--- config.mk ---
export PLATFORM = sky130hd
export DESIGN_NAME = hysteresis_tracking
export DESIGN_NICKNAME = d
export VERILOG_FILES = /design/src/rtl/hysteresis_tracking.sv
export SDC_FILE = /design/constraint.sdc
export NUM_CORES = 2
export LEC_CHECK = 0
export CORE_AREA = 2 2 399 401
export CTS_CLUSTER_DIAMETER = 200
export DETAILED_ROUTE_END_ITERATION = 16
export DIE_AREA = 0 0 401 403
export GPL_TIMING_DRIVEN = 0
export PLACE_DENSITY = 0.54
export SYNTH_ARGS = -nofsm -noshare
export SYNTH_HDL_FRONTEND = slang
export SYNTH_SLANG_ARGS = --single-unit
--- constraint.sdc ---
create_clock -name clk -period 18.23 [get_ports clk]
set_input_delay 3.646 -clock clk [delete_from_list [all_inputs] [get_ports clk]]
set_output_delay 3.646 -clock clk [all_outputs]
set_load 0.005 [all_outputs]
--- src/rtl/hysteresis_tracking.sv ---
// Canny double-threshold hysteresis over a 3x3 window on a raster stream of 2-bit pixel classes.
// Optional HYST_EDGE_COUNT_EN adds a per-frame edge_count output.
module hysteresis_tracking #(
  parameter int WIDTH    = 504,
  parameter int HEIGHT   = 504,
  parameter int COL_BITS = 9,
  parameter int ROW_BITS = 9
) (
  input  logic                clk,
  input  logic                rst_n,
  input  logic                in_valid,
  input  logic [1:0]          in_pixel,
  output logic                out_valid,
  output logic                out_edge,
  output logic [ROW_BITS-1:0] out_row,
  output logic [COL_BITS-1:0] out_col,
`ifdef HYST_EDGE_COUNT_EN
  output logic [19:0]         edge_count,
`endif
  output logic                frame_done
);

  logic [1:0] line1 [WIDTH];   // row r-1
  logic [1:0] line2 [WIDTH];   // row r-2

  logic [COL_BITS-1:0] col;
  logic [ROW_BITS-1:0] row;

  // win[i][j]: i=0 oldest row (r-2) .. 2 current row; j=0 leftmost column .. 2 newest.
  logic [2:0][2:0][1:0] win, win_next;
  logic [1:0]           centre;
  logic                 strong_nb, edge_next, emit, last_col, last_row;

  // NOTE: every signal written here gets a default first, so no path leaves it unassigned (no latch).
  always_comb begin
    win_next = win;
    for (int i = 0; i < 3; i++) begin
      win_next[i][0] = win[i][1];
      win_next[i][1] = win[i][2];
    end
    win_next[0][2] = line2[col];
    win_next[1][2] = line1[col];
    win_next[2][2] = in_pixel;

    centre    = win_next[1][1];
    strong_nb = 1'b0;
    for (int i = 0; i < 3; i++)
      for (int j = 0; j < 3; j++)
        if (!(i == 1 && j == 1) && win_next[i][j][1]) strong_nb = 1'b1;
    edge_next = centre[1] | ((centre == 2'b01) & strong_nb);
  end

  assign last_col = (col == COL_BITS'(WIDTH - 1));
  assign last_row = (row == ROW_BITS'(HEIGHT - 1));
  assign emit     = in_valid && (row >= ROW_BITS'(2)) && (col >= COL_BITS'(2));

  // NOTE: line buffers carry no reset; rows 0 and 1 of every frame overwrite them before any
  // window built from them is emitted, so stale contents are harmless.
  always_ff @(posedge clk) begin
    if (in_valid) begin
      line2[col] <= line1[col];
      line1[col] <= in_pixel;
    end
  end

`ifdef HYST_EDGE_COUNT_EN
  logic [19:0] edge_cnt, cnt_next;
  assign cnt_next = edge_cnt + {19'd0, edge_next};
`endif

  // NOTE: sequential state uses non-blocking assignments only, so every register sees pre-edge values.
  always_ff @(posedge clk or negedge rst_n) begin
    if (!rst_n) begin
      col        <= '0;
      row        <= '0;
      win        <= '0;
      out_valid  <= 1'b0;
      out_edge   <= 1'b0;
      out_row    <= '0;
      out_col    <= '0;
      frame_done <= 1'b0;
`ifdef HYST_EDGE_COUNT_EN
      edge_cnt   <= '0;
      edge_count <= '0;
`endif
    end else begin
      out_valid  <= 1'b0;
      frame_done <= 1'b0;
      if (in_valid) begin
        win <= win_next;
        if (last_col) begin
          col <= '0;
          row <= last_row ? '0 : row + 1'b1;
        end else begin
          col <= col + 1'b1;
        end
        if (emit) begin
          out_valid  <= 1'b1;
          out_edge   <= edge_next;
          out_row    <= row - ROW_BITS'(2);
          out_col    <= col - COL_BITS'(2);
          frame_done <= last_row && last_col;
`ifdef HYST_EDGE_COUNT_EN
          // Final total includes the frame's last pixel, then the running count restarts.
          if (last_row && last_col) begin
            edge_count <= cnt_next;
            edge_cnt   <= '0;
          end else begin
            edge_cnt   <= cnt_next;
          end
`endif
        end
      end
    end
  end

endmodule

==> results list <==
- The via count of the first global-routing pass was 36300.
- During I/O placement, the number of pins put on the boundary was 26.
- After clock tree synthesis, the clock-pin slew on the worst setup and hold paths is 70 ps.
- The synthesized design contains 1558 register bits.
- Level count of the clock H-tree: 4
- The signal on the critical path passes through buf_4, buf_4, buf_2, buf_2, buf_2, mux2i_1, nor2_1, a2111oi_0, o21ai_0, o2bb2ai_1, nor3_1, nand4_1, buf_8, buf_8, buf_8, nand4b_1, a22o_1.
- Slew at the pin closest to its max-slew limit: 1710 ps
- Timing analysis after detailed placement gives a worst setup slack of 11290 ps.
- The die is 403 um tall.
* Detail-routed net length per standard cell: 42.8 um
- Ranked by total cell area, the synthesized netlist is headed by sky130_fd_sc_hd__edfxtp_1 73%, sky130_fd_sc_hd__mux4_2 10%, sky130_fd_sc_hd__nor2_1 3.4%, sky130_fd_sc_hd__mux2i_1 2.8%, sky130_fd_sc_hd__dfrtp_1 1.8%.
* Fraction of synthesized cell area taken by the top area cell type: 72.6%
- Critical Path Slowest Stage Cell: sky130_fd_sc_hd__buf_2
- Violations in the final reports: capacitance limit, slew limit
* TritonRoute pass-1 iters: 10
* I/O Buffers: 24
- After technology mapping, the gate count stands at 3521.
- Critical path peak fanout: 23
* Share of the core filled with cells: 45.5%
- Once placement finished, the instance area stood at 0.0663 mm2.
- Cells resized by post-CTS repair: 0
- After detailed routing, the total wire length is 256000 um.
* Half-perimeter wire length after placement: 165000 um
- The die is 401 um wide.
- Total of warnings raised by yosys: 0
- The clock passes through at most 3 buffers.
- Post-layout instance area: 0.0717 mm2
- Sequential cell area fraction in the yosys report: 74.4%
* Number of enable-type register cells in the synthesized netlist: 1512
- Once detail routing completed, the nets flagged for antenna violations numbered 0.
* Remaining global-route overflow: 0
- Dividing total power by cell area gives a power density of 165 mW/mm2.
- Final Skew: 45.5 ps
- Unrepaired setup endpoints after global routing: false
- Summing every instance area after synthesis gives 0.0626 mm2.
- The detailed router finished its first iteration with 7417 violations.
* Required time reported for the critical path endpoint: 18960 ps
- Post-synth top flop: sky130_fd_sc_hd__edfxtp_1
- For this design, the CTS-stage hold fixing added 0 buffers.
- Largest net degree at the start of global routing: 146
- The floorplan step defined a die boundary enclosing 0.162 mm2.
* Critical setup path kind: flop to flop
- The net count of the finished layout is 3773.
* Kind of capture point of the worst setup path: flop
* Sinks on Clock Net: 1558
- STA classifies the critical path startpoint as a flop.
- Count of unique library cells instantiated by Yosys: 73
- Weighted congestion at the end of routability-driven global placement: 1.00
- Arrival time worst endpoint: 8180 ps
- Setup violations remaining at the end of the flow were counted as 0.
- Number of remaining DRC errors: 0
- On the worst path, the slowest cell contributes a delay of 950 ps.
- The initial antenna violation count is 23.
* Min-Delay Startpoint: out_row[6]
* GRT Total Usage: 31.4%
- Layout Area Growth over Synthesis: 14.5%
- Master cell of the clock root buffer: sky130_fd_sc_hd__clkbuf_16
- Final number of max-transition violations: 178
* Period minus WS final: 7450 ps
- The average instance in the mapped netlist occupies 17.8 um2.
- After filler insertion, the fill cell instance count of the layout stands at 13700.
- In the routed layout, each cell is associated on average with a via count of 6.38.
* Total leakage power: 22.3 nW
- In this run the core area contains 146 standard-cell rows.
- Period utilization: 40.9%
- Final Worst Setup Slack: 10780 ps
- Share of synthesized flip-flops with an asynchronous set or reset: 2.95%
- TritonCTS clock tree: done
* Hold Violations, Final: 0
- The worst-case IR drop observed on VDD is 0.000154 V.
- Worst R2R Start: col[1]
* Worst skew pair latency: 860 ps
- Total setup buffers inserted after CTS: 0
- Derived from the worst setup path, the maximum achievable clock frequency is 134 MHz.
* Headroom to the max-slew limit: -17.0%
* Number of maximum-capacitance constraint violations: 20
* Worst min path class: flop to flop
* Leading area contributor after synthesis: sky130_fd_sc_hd__edfxtp_1
* Area of the core: 0.157 mm2
- Of the cells placed in the final design, the portion with a size suffix greater than 1 is 18.9%.
- Critical Path Source: col[1]
- The flow ran to the end, but the final reports show violations.
- For this configuration, the core starts out at a cell density of 39.7%.
- TritonCTS created 164 clock buffers.
* Wire length of the first global-routing pass: 336000 um
- Synthesized Nets: 3536
- Summing over every cut layer, the via total after detailed routing is 38100.
-- area by class of cell --
class / instances / area (um2) / area share (%)
Sequential cell: 1558 / 46600 / 65.0
Multi-Input combinational cell: 1690 / 14700 / 20.5
Clock buffer: 202 / 4270 / 5.96
Tap cell: 2072 / 2590 / 3.62
Buffer: 257 / 1360 / 1.90
Timing Repair Buffer: 71 / 1110 / 1.55
Clock inverter: 98 / 1010 / 1.41
Inverter: 16 / 60.1 / 0.0838
Antenna cell: 11 / 27.5 / 0.0384
-- layer usage --
metal	GRT usage, %	up-vias	share of wire [%]
met5	0	-	0.0047
met4	19.6	2	7.3
met3	11.8	704	14
met2	45.6	2998	43
met1	40.0	19900	36
li1	-	14500	-
-- cell families (layout without fill, tap and decap cells) --
family / Yosys count / in the layout / synth area share (%)
flip-flops: 1558 / 1558 / 74.4
AND/OR/NAND/NOR: 837 / 837 / 5.65
multiplexers: 475 / 475 / 13.3
AO/OA/AOI/OAI: 349 / 349 / 3.98
buffers and inverters: 273 / 644 / 2.18
XOR/XNOR: 19 / 19 / 0.266
adder cells (fa/ha/maj): 10 / 10 / 0.200
other: 0 / 11 / 0
-- sequential cells by signal (all words and copies together) (netlist names) --
register	count
line2	504
out_row	9
out_edge	1
out_valid	1
row	9
out_col	9
win	5
col	9
frame_done	1
centre	2
line1	1008
-- synth_stat cells (17+ instances only) --
| master | number |
|---|---|
| sky130_fd_sc_hd__mux2i_1 | 173 |
| sky130_fd_sc_hd__a22o_1 | 18 |
| sky130_fd_sc_hd__buf_6 | 28 |
| sky130_fd_sc_hd__edfxtp_1 | 1512 |
| sky130_fd_sc_hd__a22oi_1 | 28 |
| sky130_fd_sc_hd__nand3_1 | 39 |
| sky130_fd_sc_hd__nor3_1 | 22 |
| sky130_fd_sc_hd__nor2_1 | 562 |
| sky130_fd_sc_hd__a221oi_1 | 39 |
| sky130_fd_sc_hd__clkbuf_1 | 146 |
| sky130_fd_sc_hd__buf_2 | 53 |
| sky130_fd_sc_hd__dfrtp_1 | 46 |
| sky130_fd_sc_hd__mux4_2 | 284 |
| sky130_fd_sc_hd__a211oi_1 | 22 |
| sky130_fd_sc_hd__nor2b_1 | 19 |
| sky130_fd_sc_hd__nand2_1 | 110 |
| sky130_fd_sc_hd__a21oi_1 | 35 |
| sky130_fd_sc_hd__mux2_2 | 17 |
| sky130_fd_sc_hd__o22ai_1 | 70 |
| sky130_fd_sc_hd__o21ai_0 | 47 |
-- worst paths after layout --
path                                    to  cells after the start  slack (ps)
max in group asynchronous        centre[0]                      2       15080
min in group asynchronous           row[0]                      1        2660
worst max-delay path              out_edge                     17       10780
worst min-delay path            out_row[6]                      2         480
worst max register to register    out_edge                     17       10780
worst min register to register  out_row[6]                      2         480
-- worst max-delay path, delay by kind of cell, from the launching register on --
| kind | cells | cell delay, ps |
|---|---|---|
| AOI/OAI and AO/OA | 4 | 1620 |
| DFF | 1 | 450 |
| buffers and inverters | 8 | 3790 |
| muxes | 1 | 360 |
| and+or+nand+nor | 4 | 990 |
-- cell usage in the layout (no fill, tap or decap), types with 46 or more instances in the layout --
master	netlist	final
sky130_fd_sc_hd__edfxtp_1	1512	1512
sky130_fd_sc_hd__nor2_1	562	562
sky130_fd_sc_hd__mux4_2	284	284
sky130_fd_sc_hd__mux2i_1	173	173
sky130_fd_sc_hd__clkbuf_16	0	165
sky130_fd_sc_hd__clkbuf_1	146	144
sky130_fd_sc_hd__nand2_1	110	110
sky130_fd_sc_hd__o22ai_1	70	70
sky130_fd_sc_hd__buf_2	53	62
sky130_fd_sc_hd__o21ai_0	47	47
sky130_fd_sc_hd__dfrtp_1	46	46
-- power breakdown --
group	switching (W)	internal [W]	total, W	leakage (nW)
Combinational	0.00289	0.00104	0.00393	5.53
Sequential	0.0000243	0.00447	0.00450	14.2
Clock	0.00148	0.00189	0.00337	2.57
Total	0.00439	0.00740	0.0118	22.3
-- per-stage QoR --
| step | TNS [ps] | total power [W] | std cells | hold WS, ps |
|---|---|---|---|---|
| finish | 0 | 0.0118 | 5975 | 477 |
| global route | 0 | 0.0119 | 5966 | 512 |
| CTS | 0 | 0.0116 | 5962 | 484 |
| detailed placement | 0 | 0.00831 | 5662 | 471 |
| global placement | -5902940 | 0.00774 | 5617 | 467 |
| floorplan | 0 | 0.00620 | 3521 | 472 |
Note: power is estimated with default switching activity, not from simulation.
